### config.mk
export PLATFORM = sky130hd
export DESIGN_NAME = fetch_unit
export DESIGN_NICKNAME = d
export VERILOG_FILES = /design/src/rtl/fetch_unit.sv
export SDC_FILE = /design/constraint.sdc
export NUM_CORES = 1
export LEC_CHECK = 0
export BUFFER_PORTS_ARGS = -buffer_cell sky130_fd_sc_hd__buf_2
export CAP_MARGIN = 10
export CORE_UTILIZATION = 55
export CTS_CLUSTER_DIAMETER = 50
export DETAILED_ROUTE_END_ITERATION = 8
export PLACE_DENSITY = 0.91
export RECOVER_POWER = 25
export SETUP_SLACK_MARGIN = 0.15
export SYNTH_ARGS = -nofsm -noshare
export SYNTH_HDL_FRONTEND = slang
export SYNTH_SLANG_ARGS = --single-unit
export TNS_END_PERCENT = 10
### constraint.sdc
create_clock -name clk -period 3.89 [get_ports clk]
set_input_delay 0.778 -clock clk [delete_from_list [all_inputs] [get_ports clk]]
set_output_delay 0.778 -clock clk [all_outputs]
set_load 0.005 [all_outputs]
### src/rtl/fetch_unit.sv
// MIPS instruction-fetch stage: PC, imem request/ack handshake and IF/ID register.
// Branch/jump redirects take effect after the delay slot has been delivered.
module fetch_unit #(
  parameter logic [31:0] RESET_PC = 32'h0000_3000
) (
  input  logic        clk,
  input  logic        reset_n,
  input  logic        stall,
  input  logic        id_valid,
  input  logic        id_br,
  input  logic        id_cmpout,
  input  logic [31:0] id_br_target,
  input  logic        id_jmp,
  input  logic [31:0] id_jmp_target,
  output logic        imem_req,
  output logic [31:0] imem_addr,
  input  logic        imem_ack,
  input  logic [31:0] imem_rdata,
  output logic [31:0] if_id_instr,
  output logic [31:0] if_id_pc8,
  output logic        if_id_valid
);

  localparam logic ST_FETCH = 1'b0;
  localparam logic ST_HOLD  = 1'b1;

  logic        state_q, state_d;
  logic [31:0] pc_q, pc_d;
  logic        pend_v_q, pend_v_d;
  logic [31:0] pend_tgt_q, pend_tgt_d;
  logic [31:0] buf_q, buf_d;
  logic        buf_v_q, buf_v_d;
  logic [31:0] instr_q, instr_d;
  logic [31:0] pc8_q, pc8_d;
  logic        valid_q, valid_d;

  logic        redir;
  logic [31:0] redir_tgt;
  logic        fetch_ack;
  logic        hold_deliver;
  logic        deliver;
  logic [31:0] deliver_word;
  logic [31:0] next_pc;

  assign redir        = id_valid & ~stall & ((id_br & id_cmpout) | id_jmp);
  assign redir_tgt    = (id_jmp ? id_jmp_target : id_br_target) & ~32'h3;
  assign fetch_ack    = (state_q == ST_FETCH) & imem_ack;
  assign hold_deliver = (state_q == ST_HOLD) & buf_v_q;
  assign deliver      = ~stall & (fetch_ack | hold_deliver);
  assign deliver_word = (state_q == ST_HOLD) ? buf_q : imem_rdata;

  // A pending target always wins: it belongs to a branch older than anything in ID.
  assign next_pc = pend_v_q ? pend_tgt_q :
                   redir    ? redir_tgt  : pc_q + 32'd4;

  // Request is gated by reset so an in-flight fetch is dropped the moment reset asserts.
  assign imem_req    = reset_n & (state_q == ST_FETCH);
  assign imem_addr   = pc_q;
  assign if_id_instr = instr_q;
  assign if_id_pc8   = pc8_q;
  assign if_id_valid = valid_q;

  always_comb begin
    state_d    = state_q;
    pc_d       = pc_q;
    pend_v_d   = pend_v_q;
    pend_tgt_d = pend_tgt_q;
    buf_d      = buf_q;
    buf_v_d    = buf_v_q;
    instr_d    = instr_q;
    pc8_d      = pc8_q;
    valid_d    = valid_q;

    if (deliver) begin
      pc_d     = next_pc;
      pend_v_d = 1'b0;
    end else if (redir && !pend_v_q) begin
      pend_v_d   = 1'b1;
      pend_tgt_d = redir_tgt;
    end

    if (!stall) begin
      if (deliver) begin
        instr_d = deliver_word;
        pc8_d   = pc_q + 32'd8;
        valid_d = 1'b1;
      end else begin
        instr_d = 32'd0;
        pc8_d   = 32'd0;
        valid_d = 1'b0;
      end
    end

    // An ack under stall is parked so the word is neither lost nor refetched.
    case (state_q)
      ST_FETCH: begin
        if (imem_ack && stall) begin
          buf_d   = imem_rdata;
          buf_v_d = 1'b1;
          state_d = ST_HOLD;
        end
      end
      default: begin
        if (!stall) begin
          buf_v_d = 1'b0;
          state_d = ST_FETCH;
        end
      end
    endcase
  end

  always_ff @(posedge clk or negedge reset_n) begin
    if (!reset_n) begin
      state_q    <= ST_FETCH;
      pc_q       <= {RESET_PC[31:2], 2'b00};
      pend_v_q   <= 1'b0;
      pend_tgt_q <= 32'd0;
      buf_q      <= 32'd0;
      buf_v_q    <= 1'b0;
      instr_q    <= 32'd0;
      pc8_q      <= 32'd0;
      valid_q    <= 1'b0;
    end else begin
      state_q    <= state_d;
      pc_q       <= pc_d;
      pend_v_q   <= pend_v_d;
      pend_tgt_q <= pend_tgt_d;
      buf_q      <= buf_d;
      buf_v_q    <= buf_v_d;
      instr_q    <= instr_d;
      pc8_q      <= pc8_d;
      valid_q    <= valid_d;
    end
  end

endmodule

==> Yosys cells after proc, flatten, opt, wreduce, memory -nomap -nowiden <==
Index checks and enable logic that the tools add are counted.
{ "totals": {"ff_bits": 162, "latchBits": 0, "mem_bits_rw": 0, "romBits": 0, "input_bits": 104, "out_inout_bits": 98, "word_cells": 47, "mem_count": 0} }
{ "op_classes": {"add_sub_neg": 2, "multipliers": 0, "div": 0, "magnitude_cmp": 0, "eq_ne": 1, "n_shift": 0, "muxes": 15, "n_bitwise": 12, "reduce_logical": 8} }
{ "op_table": {"columns": ["op", "count"], "rows": [
  ["$mux W32", 6],
  ["$add A32 B3 Y32 const B", 1],
  ["$add A32 B4 Y32 const B", 1],
  ["$mux W1", 9],
  ["$and A1 B1 Y1", 7],
  ["$reduce_and A2 Y1", 3],
  ["$reduce_bool A2 Y1", 2],
  ["$not A1 Y1", 3],
  ["$logic_and A1 B1 Y1", 2],
  ["$ne A2 B2 Y1 const B", 1],
  ["$or A1 B1 Y1", 2],
  ["$logic_not A1 Y1", 1]
]} }

==> Longest topological paths before layout <==
{ "depth": {"depth_word": 6, "mapped_depth": 8, "mapped_depth_nobuf": 6} }

==> Least setup slack after synthesis <==
No wires, ideal clock.
{ "synth_path": {"path_type": "input -> register", "from": "in id_jmp", "to": "reg pc_q[6] (netlist: imem_addr[6])", "t_arrival_ps": 1969, "required_ps": 3753, "slack_ps": 1784, "stages": 6, "path_buffers": 2, "path_cell_list": "clkbuf_1 > buf_1 > mux2i_1 > nor2_1 > a221oi_1 > o22ai_1"} }
{ "synth_between": {"elab_chain_len": 4, "word_cells_on_any_way": 5} }
{ "synth_rtl": {"columns": ["item", "line", "text"], "rows": [
  ["start: declaration", "13", "input logic id_jmp,"],
  ["$or A1 B1 Y1", "45", "assign redir = id_valid & ~stall & ((id_br & id_cmpout) | id_jmp);"],
  ["$and A1 B1 Y1", "45", null],
  ["$mux W32 *", "54", "redir ? redir_tgt : pc_q + 32'd4;"],
  ["$mux W32 *", "53", "assign next_pc = pend_v_q ? pend_tgt_q :"],
  ["end signal: assignment", "115", "pc_q <= {RESET_PC[31:2], 2'b00};"],
  ["end signal: assignment", "125", "pc_q <= pc_d;"],
  ["end: declaration", "28", "logic [31:0] pc_q, pc_d;"]
]} }
Every way passes the cells marked *; elsewhere a longest branch is shown, timed or not.
A chain may end at the register's enable or synchronous reset.

==> flow_summary.yaml <==
status:
  status: "complete, but fails checks"
  failed_checks: "max-capacitance violations, max-slew violations"
placed_design:
  place_inst: 1135
  gp_congestion: 0.8949
  post-place-ws_ps: 1031
  dpl-instance-area_um2: 8961
  port_buffers: 193
  dp_hpwl_um: 14480
pwr:
  clkPwrFrac_pct: 29.2
  p_leak_nw: 4.431
  p_sw_share_pct: 34.00
  ir_drop_mv: 0.3661
  power.density_nw_per_um2: 573.4
  internal_power_w: 0.003598
  power_frac_comb_pct: 23.8
  switchingPower_w: 0.001854
  p_seq_share_pct: 47.0
die:
  die_w_um: 122.3
  die-area_um2: 14960
  io_pins: 202
  die_h_um: 122.3
  rows: 43
  start_util_pct: 56.93
  core_area_um2: 13990
clocking:
  clk_latency_ps: 420
  numClockSinks: 158
  htreeDepth: 4
  path_clk_slew_ps: 60
  cts_resized: 0
  post-cts-setup-buffers: 0
  clock_path_buffers: 2
  cts_inserted_buffers: 17
  ctsHoldBuffers: 0
  cts-root-buf: "clkbuf_16"
  cts_tree: "yes"
detailed_routing:
  drc: 0
  drt_wl_total_um: 20920
  wire_per_inst_um: 17.89
  via_per_inst: 5.900
  drt_pre_antenna_iters: 5
  ant_nets: 0
  drtIter0Drc: 669
  vias: 6897
timing:
  slew_headroom_pct: -41.40
  fmax_mhz: 379.4
  rsz0062_at_grt: "false"
  hold_violations: 0
  tns_ps: 0
  period_share_pct: 67.75
  setup_slack_ps: 1254
  finalMaxSlewViolations: 159
  finalClockSkew_ps: 7.508
  worstMarginPinSlew_ps: 2121
  min_period_ps: 2636
  setup_viol: 0
setup_path:
  critPathBufInv: 2
  startpoint: "reset_n"
  crit_path_end_kind: "async pin"
  worst_path_max_delay_cell: "clkbuf_4"
  startpoint_type: "input pin"
  crit_required_ps: 3840
  worst-r2r-setup-slack_ps: 1350
  setup.worst_path.end: "state_q"
  cp_cell_sequence: "clkbuf_1, clkbuf_4"
  reg2reg_depth: 5
  crit_cells: 2
  path_max_fanout: 158
  cp_slowest_stage_delay_ps: 1580
  critPathKind: "in2async"
  r2r-start: "pend_v_q"
  timing.critical_path.max_delay_family: "buffers and inverters"
  critPathArrivalTime_ps: 2580
  r2r-end: "imem_addr[6]"
final_layout:
  fin_nets: 1080
  area_growth_pct: 19.40
  fin_cells: 1169
  layout_common_cells: "192 x buf_2, 155 x dfrtp_1, 136 x nand2_1"
  fin_util_pct: 67.98
  layout_commonest_cell: "buf_2"
  regArea_um2: 3958
  fin_area_um2: 9509
  multi_input_area_um2: 3666
  nFillCells: 1092
  drive_gt1_share_pct: 28.77
synth:
  synthAdderAreaFrac_pct: 0.3142
  ys_seq_area_share_pct: 49.68
  synth_top_family_by_area: "compound AO/OA/AOI/OAI gates"
  synth_seq_cells: 158
  yosysUniqueCellTypes: 63
  muxShareOfSynthArea_pct: 12.44
  syn_avg_cell_area_um2: 9.748
  async_reset_ff_share_pct: 100.0
  synth_compound_area_share_pct: 15.62
  ys.flop_type: "dfrtp_1"
  synth_simple_gate_area_share_pct: 14.56
  yosysWarnings: 0
  synth_xor_xnor_area_share_pct: 2.859
  syn-instance-count: 817
  syn_area_um2: 7964
  synth_edf_count: 0
grt:
  grt_max_degree: 159
  grt_pass1_vias: 6397
  grt_most_used_layer: "met2"
  grt_usage_pct: 28.43
  met1_usage_pct: 38.33
  use_met3_pct: 5.019
  grt_use_met2_pct: 45.68
  gr-total-overflow: 0
  grt_pass1_wl_um: 32520
  antenna_found_initial: 1
min_path:
  min_path_type: "reg2reg"
  min_from: "if_id_pc8[18]"
flow_run:
  maxCapViolCount: 1
cell type report:
cell class / count / share of cell area [%]
Antenna cell: 2 / 0.05263
Clock buffer: 23 / 5.026
Clock inverter: 9 / 0.8947
Inverter: 10 / 0.3947
Multi-Input combinational cell: 582 / 38.55
Sequential cell: 158 / 41.62
Tap cell: 180 / 2.368
Timing Repair Buffer: 205 / 11.09
state kept, by name, indices dropped and copies added, names as in the netlist:
| register | cells |
|---|---|
| if_id_pc8 | 30 |
| pend_v_q | 1 |
| state_q | 1 |
| imem_addr | 30 |
| pend_tgt_q | 30 |
| buf_v_q | 1 |
| if_id_valid | 1 |
| buf_q | 32 |
| if_id_instr | 32 |
Yosys cell counts (4+ instances only):
library cell  instances  share of area (%)
dfrtp_1             156                 49
nand2_1             136                6.4
o21ai_0             129                8.1
mux2i_1              63                7.9
clkbuf_1             37                1.7
mux2_2               32                4.5
nor2_1               30                1.4
buf_2                18                1.1
a21oi_1              16                1.0
nand4_1              16                1.3
nor3_1               16                1.0
xnor2_1              14                1.5
a31oi_1              12               0.94
xor2_1               12                1.3
o21ai_1              11               0.69
inv_1                10               0.47
nand3_1              10               0.63
a22o_1                7               0.77
buf_4                 6               0.57
a221oi_1              5               0.55
buf_1                 5               0.24
and3_1                4               0.31
nor4_1                4               0.31
logic make-up (layout without fill, tap and decap cells):
kind of cell / after synthesis / count (layout)
AND/OR/NAND/NOR: 241 / 241
AO/OA/AOI/OAI: 214 / 214
flip-flops: 158 / 158
multiplexers: 95 / 95
buffers and inverters: 80 / 247
XOR/XNOR: 26 / 26
adder cells (fa/ha/maj): 2 / 2
other: 1 / 6
power by group through the flow:
stage / logic, W / clock network [W] / registers, W
floorplan: 0.000876 / 0 / 0.00236
global placement: 0.00124 / 0 / 0.00253
detailed placement: 0.00129 / 0 / 0.00257
CTS: 0.00130 / 0.00159 / 0.00254
global route: 0.00145 / 0.00166 / 0.00261
finish: 0.00130 / 0.00159 / 0.00256
layer usage:
metal | vias to the layer above | share of wire [%]
li1 | 3206 | -
met1 | 3345 | 43
met5 | - | 0
met3 | 34 | 6.7
met4 | 0 | 2.1
met2 | 312 | 48
through the flow:
stage | hold WS, ps | total power (W)
final | 475.1 | 0.005452
after global routing | 496.5 | 0.005722
after detailed placement | 467.5 | 0.003855
after global placement | 457.8 | 0.003774
after floorplan | 449.7 | 0.003239
after CTS | 482.7 | 0.005437
tightest hold or removal path, cell delays in order, from the launching register on:
cell,delay (ps)
dfrtp_1,340
nand2_1,50
o21ai_0,50
how the worst min path moves through the flow:
stage | to | cells past startpoint
2_1_floorplan | pend_tgt_q[30] | 2
3_5_place_dp | if_id_pc8[7] | 2
3_3_place_gp | if_id_valid | 2
6_report | if_id_pc8[18] | 2
4_1_cts | if_id_pc8[18] | 2
5_1_grt | pend_tgt_q[16] | 2
Note: power is estimated with default switching activity, not from simulation.
